--- src/rtl/uart_tx_arbiter.sv ---
// uart_tx_arbiter
//   Shares one UART transmitter among NUM_REQ byte requesters. Each frame it
//   grants one requester, captures its byte, pulses tx_start for one cycle and
//   holds tx_data stable for the whole frame plus GUARD idle cycles. The
//   transmitter has no busy output, so frame occupancy is counted here.
//
//   Configuration macro: UART_TX_ARB_FIXED_PRIO_EN
//     undefined : round-robin arbitration (default)
//     defined   : fixed priority, lowest valid index wins, no pointer register
//
// Ports
//   clk        in   clock
//   RSTn       in   asynchronous active-low reset
//   req_valid  in   [NUM_REQ]    per-requester byte valid
//   req_data   in   [8*NUM_REQ]  byte of requester i on bits [8i+7:8i]
//   req_ready  out  [NUM_REQ]    one-hot accept strobe
//   tx_start   out  1            one-cycle start pulse to the transmitter
//   tx_data    out  8            byte to the transmitter
//   busy       out  1            high whenever the FSM is not idle
//   grant_id   out  [ID_W]       index of the last granted requester
//   dbg_state  out  2            current FSM state (0 idle, 1 launch, 2 wait, 3 guard)
//
// Handshake: a requester holds req_valid/req_data until it sees req_ready high;
// req_ready is combinational in the idle cycle and the byte is consumed on that
// clock edge. Dropping req_valid before acceptance withdraws the request.
module uart_tx_arbiter #(
  parameter int NUM_REQ = 4,
  parameter int DIVISOR = 10,
  parameter int GUARD   = 2,
  localparam int ID_W   = (NUM_REQ > 1) ? $clog2(NUM_REQ) : 1
) (
  input  logic                   clk,
  input  logic                   RSTn,
  input  logic [NUM_REQ-1:0]     req_valid,
  input  logic [8*NUM_REQ-1:0]   req_data,
  output logic [NUM_REQ-1:0]     req_ready,
  output logic                   tx_start,
  output logic [7:0]             tx_data,
  output logic                   busy,
  output logic [ID_W-1:0]        grant_id,
  output logic [1:0]             dbg_state
);

  // Start-bit delay + start bit + 8 data bits + stop bit.
  localparam logic [31:0] FRAME_LAST = 32'(11 * DIVISOR - 1);
  localparam logic [31:0] GUARD_LAST = (GUARD > 0) ? 32'(GUARD - 1) : 32'd0;

  typedef enum logic [1:0] {
    S_IDLE   = 2'd0,
    S_LAUNCH = 2'd1,
    S_WAIT   = 2'd2,
    S_GUARD  = 2'd3
  } state_t;

  state_t            r_state;
  logic [7:0]        r_tx_data;
  logic [ID_W-1:0]   r_grant_id;
  logic [31:0]       r_wait_cnt;
  logic [31:0]       r_guard_cnt;

  logic              w_found;
  logic [ID_W-1:0]   w_winner;
  logic [ID_W-1:0]   w_idx;
  logic [7:0]        w_byte;
  logic [NUM_REQ-1:0] w_ready;

`ifndef UART_TX_ARB_FIXED_PRIO_EN
  localparam int SUM_W = ID_W + 1;
  logic [ID_W-1:0]   r_ptr;
  logic [SUM_W-1:0]  w_sum;
`endif

  // Winner search: the first valid index starting at the pointer (or at 0
  // in fixed-priority mode). The sum is one bit wider so the wrap subtract
  // works for non-power-of-two NUM_REQ.
  always_comb begin
    w_found  = 1'b0;
    w_winner = '0;
    w_idx    = '0;
`ifndef UART_TX_ARB_FIXED_PRIO_EN
    w_sum    = '0;
`endif
    for (int k = 0; k < NUM_REQ; k++) begin
`ifdef UART_TX_ARB_FIXED_PRIO_EN
      w_idx = ID_W'(k);
`else
      w_sum = {1'b0, r_ptr} + SUM_W'(k);
      if (w_sum >= SUM_W'(NUM_REQ)) begin
        w_sum = w_sum - SUM_W'(NUM_REQ);
      end
      w_idx = w_sum[ID_W-1:0];
`endif
      if (!w_found && req_valid[w_idx]) begin
        w_found  = 1'b1;
        w_winner = w_idx;
      end
    end
  end

  always_comb begin
    w_byte = '0;
    for (int j = 0; j < NUM_REQ; j++) begin
      if (w_winner == ID_W'(j)) begin
        w_byte = req_data[j*8 +: 8];
      end
    end
  end

  // Gated by RSTn so no requester sees an accept while reset is held.
  always_comb begin
    w_ready = '0;
    if (RSTn && (r_state == S_IDLE) && w_found) begin
      w_ready[w_winner] = 1'b1;
    end
  end

  always_ff @(posedge clk or negedge RSTn) begin
    if (!RSTn) begin
      r_state     <= S_IDLE;
      r_tx_data   <= '0;
      r_grant_id  <= '0;
      r_wait_cnt  <= '0;
      r_guard_cnt <= '0;
`ifndef UART_TX_ARB_FIXED_PRIO_EN
      r_ptr       <= '0;
`endif
    end else begin
      case (r_state)
        S_IDLE: begin
          if (w_found) begin
            r_tx_data  <= w_byte;
            r_grant_id <= w_winner;
`ifndef UART_TX_ARB_FIXED_PRIO_EN
            if (w_winner == ID_W'(NUM_REQ - 1)) begin
              r_ptr <= '0;
            end else begin
              r_ptr <= w_winner + 1'b1;
            end
`endif
            r_state <= S_LAUNCH;
          end
        end
        S_LAUNCH: begin
          r_wait_cnt <= '0;
          r_state    <= S_WAIT;
        end
        S_WAIT: begin
          if (r_wait_cnt == FRAME_LAST) begin
            r_wait_cnt <= '0;
            if (GUARD == 0) begin
              r_state <= S_IDLE;
            end else begin
              r_guard_cnt <= '0;
              r_state     <= S_GUARD;
            end
          end else begin
            r_wait_cnt <= r_wait_cnt + 32'd1;
          end
        end
        S_GUARD: begin
          if (r_guard_cnt == GUARD_LAST) begin
            r_guard_cnt <= '0;
            r_state     <= S_IDLE;
          end else begin
            r_guard_cnt <= r_guard_cnt + 32'd1;
          end
        end
        default: begin
          r_state     <= S_IDLE;
          r_tx_data   <= '0;
          r_grant_id  <= '0;
          r_wait_cnt  <= '0;
          r_guard_cnt <= '0;
`ifndef UART_TX_ARB_FIXED_PRIO_EN
          r_ptr       <= '0;
`endif
        end
      endcase
    end
  end

  // tx_start comes straight from the state register, so it cannot glitch.
  assign tx_start  = (r_state == S_LAUNCH);
  assign busy      = (r_state != S_IDLE);
  assign tx_data   = r_tx_data;
  assign grant_id  = r_grant_id;
  assign req_ready = w_ready;
  assign dbg_state = r_state;

endmodule

--- config.mk ---
export PLATFORM = sky130hd
export DESIGN_NAME = uart_tx_arbiter
export DESIGN_NICKNAME = d
export VERILOG_FILES = /design/src/rtl/uart_tx_arbiter.sv
export SDC_FILE = /design/constraint.sdc
export NUM_CORES = 1
export LEC_CHECK = 0
export ABC_AREA = 1
export CORE_MARGIN = 5
export CORE_UTILIZATION = 35
export DETAILED_ROUTE_END_ITERATION = 6
export GPL_TIMING_DRIVEN = 0
export PLACE_DENSITY_LB_ADDON = 0.08
export SETUP_SLACK_MARGIN = 0.02
export SLEW_MARGIN = 20
export SYNTH_ARGS = -nofsm -noshare
export SYNTH_HDL_FRONTEND = slang
export SYNTH_SLANG_ARGS = --single-unit
--- constraint.sdc ---
create_clock -name clk -period 3.4 [get_ports clk]
set_input_delay 0.68 -clock clk [delete_from_list [all_inputs] [get_ports clk]]
set_output_delay 0.68 -clock clk [all_outputs]
set_load 0.03 [all_outputs]
==> reports/metrics.cfg <==
[clocking]
clk_pin_slew_worst_paths_ps = 60
numCtsBuffers = 9
clk_latency_ps = 340
hold_buffers = 0
cts_sinks = 78
cts_buffer_depth = 2
clockRootBuffer = clkbuf_16
cts_tree = yes
htree_num_levels = 3

[logic_synthesis]
synth.area.top_cells = dfrtp_1 (34%), nand2_1 (21%), nor2_1 (10%)
synthesis.nets = 961
synth_cell_type_count = 35
synth_largest_area_cell = dfrtp_1
syn_area_mm2 = 0.00570
synth-compound-area-share_pct = 7.14
ys_seq_elements = 78
synth-edff-count = 0
synth_xor_area_share_pct = 3.54
synth_top_family_by_area = simple AND/OR/NAND/NOR gates
ys.flop_type = dfrtp_1
synth_area_per_cell_um2 = 6.25
yosysSeqAreaShare_pct = 34.3
synth_top_area_share_pct = 34.3
synth_simple_gate_area_share_pct = 43.8
synthAdderAreaFrac_pct = 2.64
yosysMostFrequentCell = nand2_1
async_reset_ff_share_pct = 100
synth_mux_area_share_pct = 0.176
ys_warn_count = 0
synth_common_cells = nand2_1 (319), nor2_1 (154), inv_1 (87)
synth_cells = 911

[placement]
io_buffers = 55
dp.cells = 1183
place_area_mm2 = 0.00654
gp_congestion = 0.906
dp_hpwl_mm = 12.9
place_ws_ps = -919

[global_route]
grt_pass1_wl_mm = 27.3
grt_overflow = 0
antenna_found_initial = 0
grt_pass1_vias = 5383
grt_max_degree = 50
grt_usage_pct = 18.4

[critical_path]
worstSetupStartpointType = input pin
crit_path_start = req_valid[0]
reg2reg_to = tx_data[6]
crit_path_end_kind = output pin
path_max_fanout = 10
worstSetupEndpoint = req_ready[3]
path_class = input pin to output pin
worst_ep_required_time_ps = 2720
r2r-start = r_ptr[0]
reg2reg_slack_ps = 720
worst-r2r-cell-count = 19
arrival_ps = 2580

[cells_and_area]
final_core_util_pct = 44.0
drive_gt1_share_pct = 8.00
n_antenna_cell = 0
syn_to_final_growth_pct = 23.0
stdcell_area_mm2 = 0.00701
final_nets = 1032
layout.cells.non_filler = 1203

[routing]
routed_wl_mm = 16.6
vias = 5693
drt-wirelength-per-cell_um = 13.8
viasPerCell = 4.73
drtIter0Drc = 377
drc = 0
firstDrtPassIters = 5
drtAntennaViolNets = 0

[floorplanning]
dieArea_mm2 = 0.0189
die_w_um = 138
placementRows = 46
ios = 56
core_area_mm2 = 0.0159
fp.dieH_um = 138
initial_core_util_pct = 35.7

[sta]
fin_worst_skew_ps = 5.44
fin_ws_ps = 142
rsz0062_at_grt = no
hold_slack_ps = 282
slew_violations = 0
fmax_mhz = 307
hold_viol_final = 0
period_share_pct = 95.8
setup_viol = 0
period_minus_slack_ps = 3260
finalSetupTns_ps = 0
slew_headroom_pct = 56.8
worst_pin_slew_ps = 648

[pwr]
power_mw = 5.23
p_leak_nw = 3.03
vdd_drop_max_mv = 0.691
p_per_area_mw_per_mm2 = 747

[run]
cap_violations = 0

[worst_hold_path]
hp-class = input pin to asynchronous set/reset pin

[outcome]
status = finished clean

[critical path, stage by stage]
cell             delay, ps
clkdlybuf4s50_1        470
nand2_1                 60
nand2_2                 90
nand2_1                 90
nand2_4                 90
inv_1                   40
nand2_1                 80
nand2_1                 70
nand2_2                 90
nand3_4                110
inv_4                  100
ha_4                   140
clkbuf_8               150
inv_1                   40
nor2_1                  90
buf_4                  170
[per-layer routing]
layer  GRT usage, %  wire [um]
met5              0          0
met3           4.05       1050
met4           5.49        235
met2           27.6       6910
met1           26.4       8360
[repair_timing]
action / 4_1_cts / 5_1_grt
setup buffers: 0 / 7
endpoints found under the setup margin: 4 / 4
resized for setup: 33 / 18
pin swaps: 0 / 4
[where the power goes]
part	leakage [nW]	switching (mW)	total (mW)	internal (mW)
logic	1.80	1.97	3.07	1.10
clock network	0.162	0.388	1.04	0.647
registers	1.07	0.0883	1.13	1.04
[how the worst min path moves through the flow]
| stage | endpoint | slack (ps) | depth (start not counted) |
|---|---|---|---|
| floorplan | dbg_state[0] | 380 | 0 |
| global placement | tx_data[3] | 460 | 2 |
| detailed placement | tx_data[3] | 460 | 2 |
| CTS | r_wait_cnt[30] | 290 | 1 |
| global route | r_wait_cnt[30] | 320 | 1 |
| finish | r_wait_cnt[30] | 280 | 1 |
[cells by family after synthesis]
logic type	count (synthesis)
DFF	78
buffers and inverters	115
and+or+nand+nor	607
AOI/OAI and AO/OA	75
muxes	1
adders and majority gates	12
xor gates and xnor gates	23
[sequential cells by signal (all words and copies together), names as in the netlist]
signal,cells
dbg_state,2
r_ptr,2
r_wait_cnt,32
grant_id,2
r_guard_cnt,32
tx_data,8
[layout make-up]
| cell class | instances | area (um2) |
|---|---|---|
| Multi-Input combinational cell | 718 | 3360 |
| Buffer | 21 | 138 |
| Inverter | 91 | 350 |
| Clock buffer | 13 | 280 |
| Sequential cell | 78 | 1950 |
| Timing Repair Buffer | 63 | 617 |
| Clock inverter | 3 | 40.0 |
| Tap cell | 216 | 270 |
| Fill cell | 1725 | 8930 |
[cell usage in the layout, fill, tap and decap left out, types with 5 or more instances in the layout]
master           instances
clkbuf_1                 7
a21oi_1                  8
nand3_1                 75
clkbuf_8                 5
inv_1                   84
clkbuf_16                9
buf_4                   13
clkdlybuf4s50_1         50
nor3_1                  30
nor2_1                 151
buf_6                    5
nand2_2                 10
nand4_1                 13
o21ai_1                 10
xor2_1                  19
nand2_1                312
o21ai_0                 49
dfrtp_1                 78
ha_1                     9
Note: power is estimated with default switching activity, not from simulation.
